File: src/rtl/regfile_dump.sv
// ============================================================================
// regfile_dump : streams an inclusive range of register-file entries over a
//                valid/ready port. Rev 1.0
// ============================================================================
`default_nettype none
`timescale 1ns/1ps

module regfile_dump #(
  parameter int DATA_W = 32,
  parameter int ADDR_W = 5
) (
  input  logic              clk,
  input  logic              reset,
  input  logic              start,
  input  logic [ADDR_W-1:0] first_reg,
  input  logic [ADDR_W-1:0] last_reg,
  input  logic              abort,
  output logic [ADDR_W-1:0] rd_reg,
  input  logic [DATA_W-1:0] rd_data,
  output logic              out_valid,
  input  logic              out_ready,
  output logic [DATA_W-1:0] out_data,
  output logic [ADDR_W-1:0] out_index,
  output logic              out_last,
  output logic              busy,
  output logic              done,
  output logic              err
);

  typedef enum logic [1:0] {
    S_IDLE    = 2'd0,
    S_READ    = 2'd1,
    S_PRESENT = 2'd2,
    S_FINISH  = 2'd3
  } state_e;

  state_e             state_q;
  logic [ADDR_W-1:0]  cur_q;
  logic [ADDR_W-1:0]  last_q;
  logic               out_valid_q;
  logic [DATA_W-1:0]  out_data_q;
  logic [ADDR_W-1:0]  out_index_q;
  logic               out_last_q;
  logic               busy_q;
  logic               done_q;
  logic               err_q;

  always_ff @(posedge clk) begin
    if (reset) begin
      state_q     <= S_IDLE;
      cur_q       <= '0;
      last_q      <= '0;
      out_valid_q <= 1'b0;
      out_data_q  <= '0;
      out_index_q <= '0;
      out_last_q  <= 1'b0;
      busy_q      <= 1'b0;
      done_q      <= 1'b0;
      err_q       <= 1'b0;
    end else begin
      // done/err are set only on the transition into FINISH, so they last one cycle
      done_q <= 1'b0;
      err_q  <= 1'b0;
      case (state_q)
        S_IDLE: begin
          if (start) begin
            busy_q <= 1'b1;
            if (first_reg <= last_reg) begin
              last_q  <= last_reg;
              cur_q   <= first_reg;
              state_q <= S_READ;
            end else begin
              done_q  <= 1'b1;
              err_q   <= 1'b1;
              state_q <= S_FINISH;
            end
          end
        end
        S_READ: begin
          if (abort) begin
            out_valid_q <= 1'b0;
            busy_q      <= 1'b0;
            state_q     <= S_IDLE;
          end else begin
            out_data_q  <= rd_data;
            out_index_q <= cur_q;
            out_last_q  <= (cur_q == last_q);
            out_valid_q <= 1'b1;
            state_q     <= S_PRESENT;
          end
        end
        S_PRESENT: begin
          if (abort) begin
            out_valid_q <= 1'b0;
            busy_q      <= 1'b0;
            state_q     <= S_IDLE;
          end else if (out_ready) begin
            out_valid_q <= 1'b0;
            if (out_last_q) begin
              done_q  <= 1'b1;
              state_q <= S_FINISH;
            end else begin
              // Only reached with cur < last, so cur cannot wrap past the top index
              cur_q   <= cur_q + ADDR_W'(1);
              state_q <= S_READ;
            end
          end
        end
        S_FINISH: begin
          busy_q  <= 1'b0;
          state_q <= S_IDLE;
        end
        default: begin
          busy_q  <= 1'b0;
          state_q <= S_IDLE;
        end
      endcase
    end
  end

  assign rd_reg    = cur_q;
  assign out_valid = out_valid_q;
  assign out_data  = out_data_q;
  assign out_index = out_index_q;
  assign out_last  = out_last_q;
  assign busy      = busy_q;
  assign done      = done_q;
  assign err       = err_q;

endmodule

`default_nettype wire

File: config.mk
export PLATFORM = sky130hd
export DESIGN_NAME = regfile_dump
export DESIGN_NICKNAME = d
export VERILOG_FILES = /design/src/rtl/regfile_dump.sv
export SDC_FILE = /design/constraint.sdc
export NUM_CORES = 1
export LEC_CHECK = 0
export BUFFER_PORTS_ARGS = -buffer_cell sky130_fd_sc_hd__buf_4
export CAP_MARGIN = 20
export CORE_MARGIN = 5
export CORE_UTILIZATION = 40
export CTS_CLUSTER_SIZE = 24
export DETAILED_ROUTE_END_ITERATION = 16
export PLACE_DENSITY_LB_ADDON = 0.08
export SETUP_SLACK_MARGIN = 0.1
export SLEW_MARGIN = 5
export SYNTH_ARGS = -nofsm -noshare
export SYNTH_HDL_FRONTEND = slang
export SYNTH_SLANG_ARGS = --single-unit
File: constraint.sdc
create_clock -name clk -period 2.3 [get_ports clk]
set_input_delay 0.115 -clock clk [delete_from_list [all_inputs] [get_ports clk]]
set_output_delay 0.115 -clock clk [all_outputs]
set_load 0.005 [all_outputs]
==> impl_metrics.yaml, run 1 <==
outcome:
  status: "finished clean"
timing:
  rsz0062_at_grt: "false"
  setup_viol: 0
  fin_crit_ns: 2.052
  max_slew_margin: 0.6541
  hold_violations: 0
  fmax_mhz: 487.4
  tightest_slew_ns: 0.5165
  tns_ns: 0
  timing.final.crit_share: 0.8920
  drv_slew: 0
  finalClockSkew_ns: 0.01363
pwr:
  peakVddDrop_mv: 0.3974
  p_total_mw: 2.570
  power.density_nw_per_um2: 795.1
  total_leakage_power_nw: 1.389
synthesis:
  yosys-top-cells-count: "78 x nand2_1, 54 x dfxtp_1, 48 x a21oi_1, 14 x nor2_1"
  avgSynthCellArea_um2: 8.056
  syn_nets: 348
  ys.flop_type: "dfxtp_1"
  ys_seq_elements: 54
  ys_types: 41
  synth_top_area_frac: 0.4596
  synth_edf_count: 0
  ys_warn_count: 0
  synthesis.area_um2: 2352
  seq_area_frac_synth: 0.4596
  yosys.area.top_type: "dfxtp_1"
  syn_inst: 292
  synthTopCellsByArea: "dfxtp_1 46%, nand2_1 12%, a21oi_1 10%"
  synthArstFlopShare: 0
  synth_most_common_cell: "nand2_1"
floorplanning:
  chipWidth_um: 86.69
  core_area_um2: 5816
  num_io_pins: 94
  dieArea_um2: 7514
  dieHeight_um: 86.69
  start_util: 0.4045
  rows: 28
drt:
  drt-wirelength-per-cell_um: 13.74
  drtIter0Drc: 82
  drc: 0
  drt_pass1_iterations: 4
  wl_um: 6266
  vias: 2259
  antenna_left: 0
  viasPerCell: 4.954
clock_network:
  ctsLongestPathBuffers: 2
  cts.sinks: 54
  cts_hold_buf: 0
  root_buffer: "clkbuf_8"
  clk_pin_slew_ns: 0.11
  post_cts_buffers: 0
  numCtsBuffers: 5
  clock_latency_ns: 0.31
  cts_tree: "yes"
  cts_htree_levels: 2
  cts-resized-gates: 0
setup_path:
  r2r_slack_ns: 0.25
  critPathKind: "reg2reg"
  worstSetupStartpointType: "flip-flop"
  cp_slowest_stage_delay_ns: 0.44
  cp.arrival_ns: 2.24
  worst_path_max_delay_cell: "or3_1"
  crit_required_ns: 2.49
  cpLargestDelayFamily: "compound AO/OA/AOI/OAI gates"
  r2r-end: "rd_reg[2]"
  crit_path_max_fanout: 9
  end_kind: "flip-flop"
  ff2ff_path_depth: 7
  worst-path-buf-inv: 2
  timing.rr.start: "state_q[0]"
  path_cells: "inv_1 -> ha_1 -> inv_4 -> or3_1 -> o21ai_4 -> a21boi_2 -> o22ai_1"
placed_design:
  placed_cells: 448
  hpwl_um: 4597
  io_buffers: 93
  place_congestion: 0.8107
grt:
  first_global_vias: 2201
  overflow: 0
  track_usage: 0.1677
  antenna_found_initial: 0
  grt_max_degree: 39
  grt_pass1_wl_um: 10240
flow_run:
  maxCapViolCount: 0
hold_path:
  hold_depth: 3
  holdCritPathClass: "in2reg"
  holdPathEnd: "out_data[13]"
  min-delay-start: "rd_data[13]"
finish:
  nets: 436
  largest_reg_flops: 32
  final_layout_size_suffix_gt1_frac: 0.3045
  antenna_cells: 0
  synthToLayoutAreaGrowth_pct: 37.39
  final_cells: 456
[stage by stage]
step	setup slack, ns	instance area [um^2]	utilization	hold slack (ns)
6_report	0.2484	3232	0.5557	0.03769
4_1_cts	0.2591	3232	0.5557	0.03008
5_1_grt	0.1380	3232	0.5557	0.03659
2_1_floorplan	0.5656	2352	-	0.2510
3_5_place_dp	0.2792	3114	0.5355	0.3699
3_3_place_gp	0.3272	3114	0.5355	0.3621
[cells by family after synthesis]
family	Yosys count	share of synthesized area
and+or+nand+nor	117	0.2112
AOI/OAI and AO/OA	70	0.1851
adders and majority gates	9	0.04787
xor gates and xnor gates	5	0.01862
buffers and inverters	32	0.05639
DFF	54	0.4596
muxes	5	0.02128
[layer usage]
metal | GRT usage | wire, um
met5 | 0 | 0
met4 | 0.03824 | 69
met3 | 0.04943 | 497
met2 | 0.2656 | 2853
met1 | 0.2255 | 2845
[layout make-up]
class / count / area (um^2)
multi-input cells: 206 / 1141
clock inverters: 3 / 48.80
inverters: 14 / 55.05
fillers: 566 / 2584
flip-flops and latches: 54 / 1081
well taps: 75 / 93.84
clock buffers: 5 / 68.82
repair buffers: 99 / 743.2
[placed cells by master (no fill, tap or decap), types with 2 or more instances in the layout]
master    Yosys  routed
buf_4         0      99
nand2_1      78      78
dfxtp_1      54      54
a21oi_1      48      48
nor2_1       14      14
inv_1        13      13
ha_1          9       9
nand2b_1      6       6
nand3_1       6       6
mux2i_1       5       5
clkbuf_8      0       5
nor3_1        4       4
xor2_1        3       3
o221a_2       2       2
nor3b_1       2       2
or3_1         2       2
o311ai_0      2       2
o32ai_1       2       2
o22ai_1       2       2
nand4_1       2       2
xnor2_1       2       2
[power breakdown]
group          internal [mW]  total, mW  switching (mW)
clock network          0.332      0.666           0.334
registers               1.05       1.15           0.108
logic                  0.363      0.750           0.387
total                   1.74       2.57           0.830
[tightest hold or removal path, cell delays in order]
cell,delay [ns]
buf_4,0.10
nand2_1,0.04
a21oi_1,0.05
[how the worst max path moves through the flow]
stage	depth (start not counted)	start	endpoint	slack (ns)
floorplan	8	state_q[0]	rd_reg[2]	0.57
global placement	7	state_q[0]	rd_reg[2]	0.33
detailed placement	7	state_q[0]	rd_reg[2]	0.28
CTS	7	state_q[0]	rd_reg[2]	0.26
global route	7	state_q[0]	rd_reg[2]	0.14
finish	7	state_q[0]	rd_reg[2]	0.25
Note: power is estimated with default switching activity, not from simulation.
==> run 2: changes to the inputs <==
CTS_BUF_LIST = sky130_fd_sc_hd__clkbuf_8   (was default)
REMOVE_ABC_BUFFERS = 1   (was default)
==> impl_metrics.yaml, run 2 (synthesis gave the netlist of run 1 again) <==
outcome:
  status: "finished clean"
hold_path:
  min-delay-start: "rd_data[25]"
  holdCritPathClass: "in2reg"
placed_design:
  place_congestion: 0.7619
  io_buffers: 93
  hpwl_um: 4459
drt:
  drt_pass1_iterations: 4
  vias: 2214
  drt-wirelength-per-cell_um: 13.28
  drc: 0
  antenna_left: 0
  drtIter0Drc: 103
  viasPerCell: 4.866
  wl_um: 6042
timing:
  whs_ns: 0.04402
  fmax_mhz: 500.4
  max_slew_margin: 0.6842
  fin_crit_ns: 1.998
  tns_ns: 0
  hold_violations: 0
  timing.final.crit_share: 0.8689
  finalClockSkew_ns: 0.007021
  rsz0062_at_grt: "false"
  setup_viol: 0
  drv_slew: 0
  tightest_slew_ns: 0.4678
clock_network:
  cts_hold_buf: 0
  clk_pin_slew_ns: 0.10
  cts_tree: "yes"
  numCtsBuffers: 5
  post_cts_buffers: 0
  clock_latency_ns: 0.30
  cts_htree_levels: 2
  cts.sinks: 54
  ctsLongestPathBuffers: 2
  cts-resized-gates: 0
  root_buffer: "clkbuf_8"
grt:
  track_usage: 0.1594
  grt_max_degree: 39
  grt_pass1_wl_um: 9666
  overflow: 0
  antenna_found_initial: 0
  first_global_vias: 2023
finish:
  synthToLayoutAreaGrowth_pct: 36.76
  final_common_cell: "buf_4"
  largest_reg_flops: 32
  nets: 435
  mostFrequentLayoutCells: "98 x buf_4, 78 x nand2_1, 54 x dfxtp_1, 48 x a21oi_1"
  fill_cells: 596
  antenna_cells: 0
  final_layout_size_suffix_gt1_frac: 0.3000
pwr:
  peakVddDrop_mv: 0.3803
  power.density_nw_per_um2: 778.6
  total_leakage_power_nw: 1.383
setup_path:
  timing.rr.start: "state_q[0]"
  critPathKind: "reg2reg"
  crit_path_max_fanout: 12
  crit_required_ns: 2.53
  end_kind: "flip-flop"
  crit_start: "state_q[0]"
  worstSetupStartpointType: "flip-flop"
  cp.arrival_ns: 2.22
floorplanning:
  core_area_um2: 5816
  dieHeight_um: 86.69
  chipWidth_um: 86.69
  dieArea_um2: 7514
  rows: 28
  num_io_pins: 94
  start_util: 0.4045
flow_run:
  maxCapViolCount: 0
## run 2: worst paths after layout
path | endpoint | slack, ns | cells after the start
setup / recovery | state_q[1] | 0.30 | 7
hold / removal | out_data[25] | 0.04 | 3
setup reg to reg | state_q[1] | 0.30 | 7
hold reg to reg | out_data[25] | 0.46 | 2
## run 2: where the power goes
group          total, mW  internal [mW]  switching [mW]  leakage [nW]
Clock              0.622          0.321           0.302        0.0556
Sequential          1.15           1.05           0.103         0.439
Combinational      0.734          0.359           0.375         0.888
Total               2.50           1.73           0.779          1.38
## run 2: through the flow
| step | std cells | instance area (um^2) | total power [mW] | utilization | setup WS (ns) |
|---|---|---|---|---|---|
| 4_1_cts | 455 | 3217 | 2.538 | 0.5531 | 0.3267 |
| 6_report | 455 | 3217 | 2.505 | 0.5531 | 0.3016 |
| 2_1_floorplan | 274 | 2275 | 1.561 | - | 0.02244 |
| 3_3_place_gp | 447 | 3107 | 1.901 | 0.5342 | 0.3631 |
| 3_5_place_dp | 447 | 3107 | 1.913 | 0.5342 | 0.3521 |
| 5_1_grt | 455 | 3217 | 2.675 | 0.5531 | 0.1416 |
## run 2: area by class of cell
cell class / count / area [um^2] / share of cell area
clock inverter: 3 / 41.29 / 0.01284
multi-input combinational: 206 / 1141 / 0.3547
tap: 75 / 93.84 / 0.02917
sequential: 54 / 1081 / 0.3361
clock buffer: 5 / 68.82 / 0.02139
inverter: 14 / 55.05 / 0.01711
timing repair buffer: 98 / 735.7 / 0.2287
## run 2: worst max-delay path: stages (launching register included)
cell and delay [ns]:
dfxtp_1 0.34, inv_1 0.08, ha_1 0.41, inv_1 0.30, o32a_1 0.46, o31ai_1 0.09, a21oi_1 0.07, nor3_1 0.17
## run 2: per-layer routing
metal / global-route usage / part of all wire / vias to the layer above
li1: - / - / 1151
met1: 0.2110 / 0.45 / 991
met2: 0.2545 / 0.46 / 64
met3: 0.03802 / 0.070 / 8
met4: 0.05382 / 0.014 / 0
met5: 0 / 0 / -
==> run 3: changes to the inputs <==
CORE_UTILIZATION = 45   (was 40)
PLACE_DENSITY = 0.75   (was default)
PLACE_DENSITY_LB_ADDON = default   (was 0.08)
==> impl_metrics.yaml, run 3 (synthesis gave the netlist of run 1 again) <==
outcome:
  status: "finished clean"
timing:
  tightest_slew_ns: 0.7331
  timing.final.crit_share: 0.8576
  tns_ns: 0
  rsz0062_at_grt: "false"
  whs_ns: 0.05595
  fmax_mhz: 507.0
  max_slew_margin: 0.5102
  finalClockSkew_ns: 0.004173
  hold_violations: 0
  setup_viol: 0
  drv_slew: 0
  fin_crit_ns: 1.972
drt:
  drtIter0Drc: 70
  viasPerCell: 5.018
  antenna_left: 0
  drt_pass1_iterations: 4
  routed.top_layer: "met4"
  vias: 2248
  wl_um: 5808
  dr_wl_met2_um: 2584
  drt-wirelength-per-cell_um: 12.96
  wl_met1_um: 2595
  wl_met3_um: 615
  drc: 0
hold_path:
  min-delay-start: "rd_data[21]"
  holdCritPathClass: "in2reg"
clock_network:
  cts_htree_levels: 2
  numCtsBuffers: 5
  cts.sinks: 54
  cts-resized-gates: 0
  clock_latency_ns: 0.30
  clk_pin_slew_ns: 0.09
  post_cts_buffers: 0
  root_buffer: "clkbuf_8"
  cts_hold_buf: 0
  ctsLongestPathBuffers: 2
  cts_tree: "yes"
floorplanning:
  chipWidth_um: 82.30
  dieHeight_um: 82.30
  rows: 26
  num_io_pins: 94
  start_util: 0.4606
  dieArea_um2: 6773
  core_area_um2: 5107
setup_path:
  timing.rr.start: "state_q[0]"
  critPathKind: "reg2reg"
  cp_slowest_stage_delay_ns: 0.44
  crit_start: "state_q[0]"
  path_cells: "inv_1 -> ha_1 -> inv_4 -> or3_1 -> o21ai_4 -> mux2i_1 -> nor2_1"
  crit_path_max_fanout: 9
  end_kind: "flip-flop"
  worst_path_max_delay_cell: "or3_1"
  crit_required_ns: 2.47
  worstSetupStartpointType: "flip-flop"
  cp.arrival_ns: 2.15
grt:
  overflow: 0
  grt_max_degree: 54
  antenna_found_initial: 0
  grt_pass1_wl_um: 8811
  track_usage: 0.1636
  first_global_vias: 1965
finish:
  utilization: 0.6227
  final_layout_size_suffix_gt1_frac: 0.2989
  nets: 433
  final_cells: 448
  largest_reg_flops: 32
  antenna_cells: 0
  mostFrequentLayoutCells: "96 x buf_4, 78 x nand2_1, 54 x dfxtp_1, 48 x a21oi_1, 14 x nor2_1"
  synthToLayoutAreaGrowth_pct: 35.21
  final_common_cell: "buf_4"
placed_design:
  hpwl_um: 4318
  placed_cells: 440
  io_buffers: 93
  place_congestion: 0.8118
pwr:
  total_leakage_power_nw: 1.365
  peakVddDrop_mv: 0.3216
  power.density_nw_per_um2: 757.7
  p_total_mw: 2.410
flow_run:
  maxCapViolCount: 0
## run 3: cell count changes in the layout (fill, tap and decap cells not counted), sizes merged
cell,before,now
buf,98,96
bufinv,1,0
clkinv,0,1
clkbuf,5,6
inv,15,14
## run 3: area by class of cell
class	count	area [um^2]
Fill cell	441	1927
Multi-Input combinational cell	206	1141
Sequential cell	54	1081
Timing Repair Buffer	96	720.7
Tap cell	70	87.58
Clock buffer	6	82.58
Inverter	14	55.05
Clock inverter	2	12.51
## run 3: worst paths after layout
check	endpoint	slack (ns)	cells after the start
worst max-delay path	last_q[1]	0.33	7
worst min-delay path	out_data[21]	0.06	3
worst max register to register	last_q[1]	0.33	7
worst min register to register	out_data[7]	0.46	2
## run 3: stage by stage
step / setup slack, ns / area [um^2]
global route: 0.1798 / 3181
CTS: 0.3143 / 3181
floorplan: 0.02244 / 2275
global placement: 0.3917 / 3085
finish: 0.3276 / 3181
detailed placement: 0.3339 / 3085
## run 3: worst max-delay path: cells and delay by family, from the launching register on
family | cells | cell delay (ns)
buf+inv | 2 | 0.16
compound gates | 1 | 0.27
mux | 1 | 0.22
simple gates | 2 | 0.49
fa+ha+maj | 1 | 0.36
flops | 1 | 0.34
## run 3: metal layers
metal	vias to the layer above	GRT usage
met5	-	0
met4	0	0.02990
met3	2	0.05098
met2	94	0.2732
met1	1004	0.2083
li1	1148	-
## run 3: power breakdown
part	switching (mW)	total (mW)	internal (mW)
Sequential	0.103	1.15	1.05
Combinational	0.374	0.731	0.357
Clock	0.288	0.530	0.242
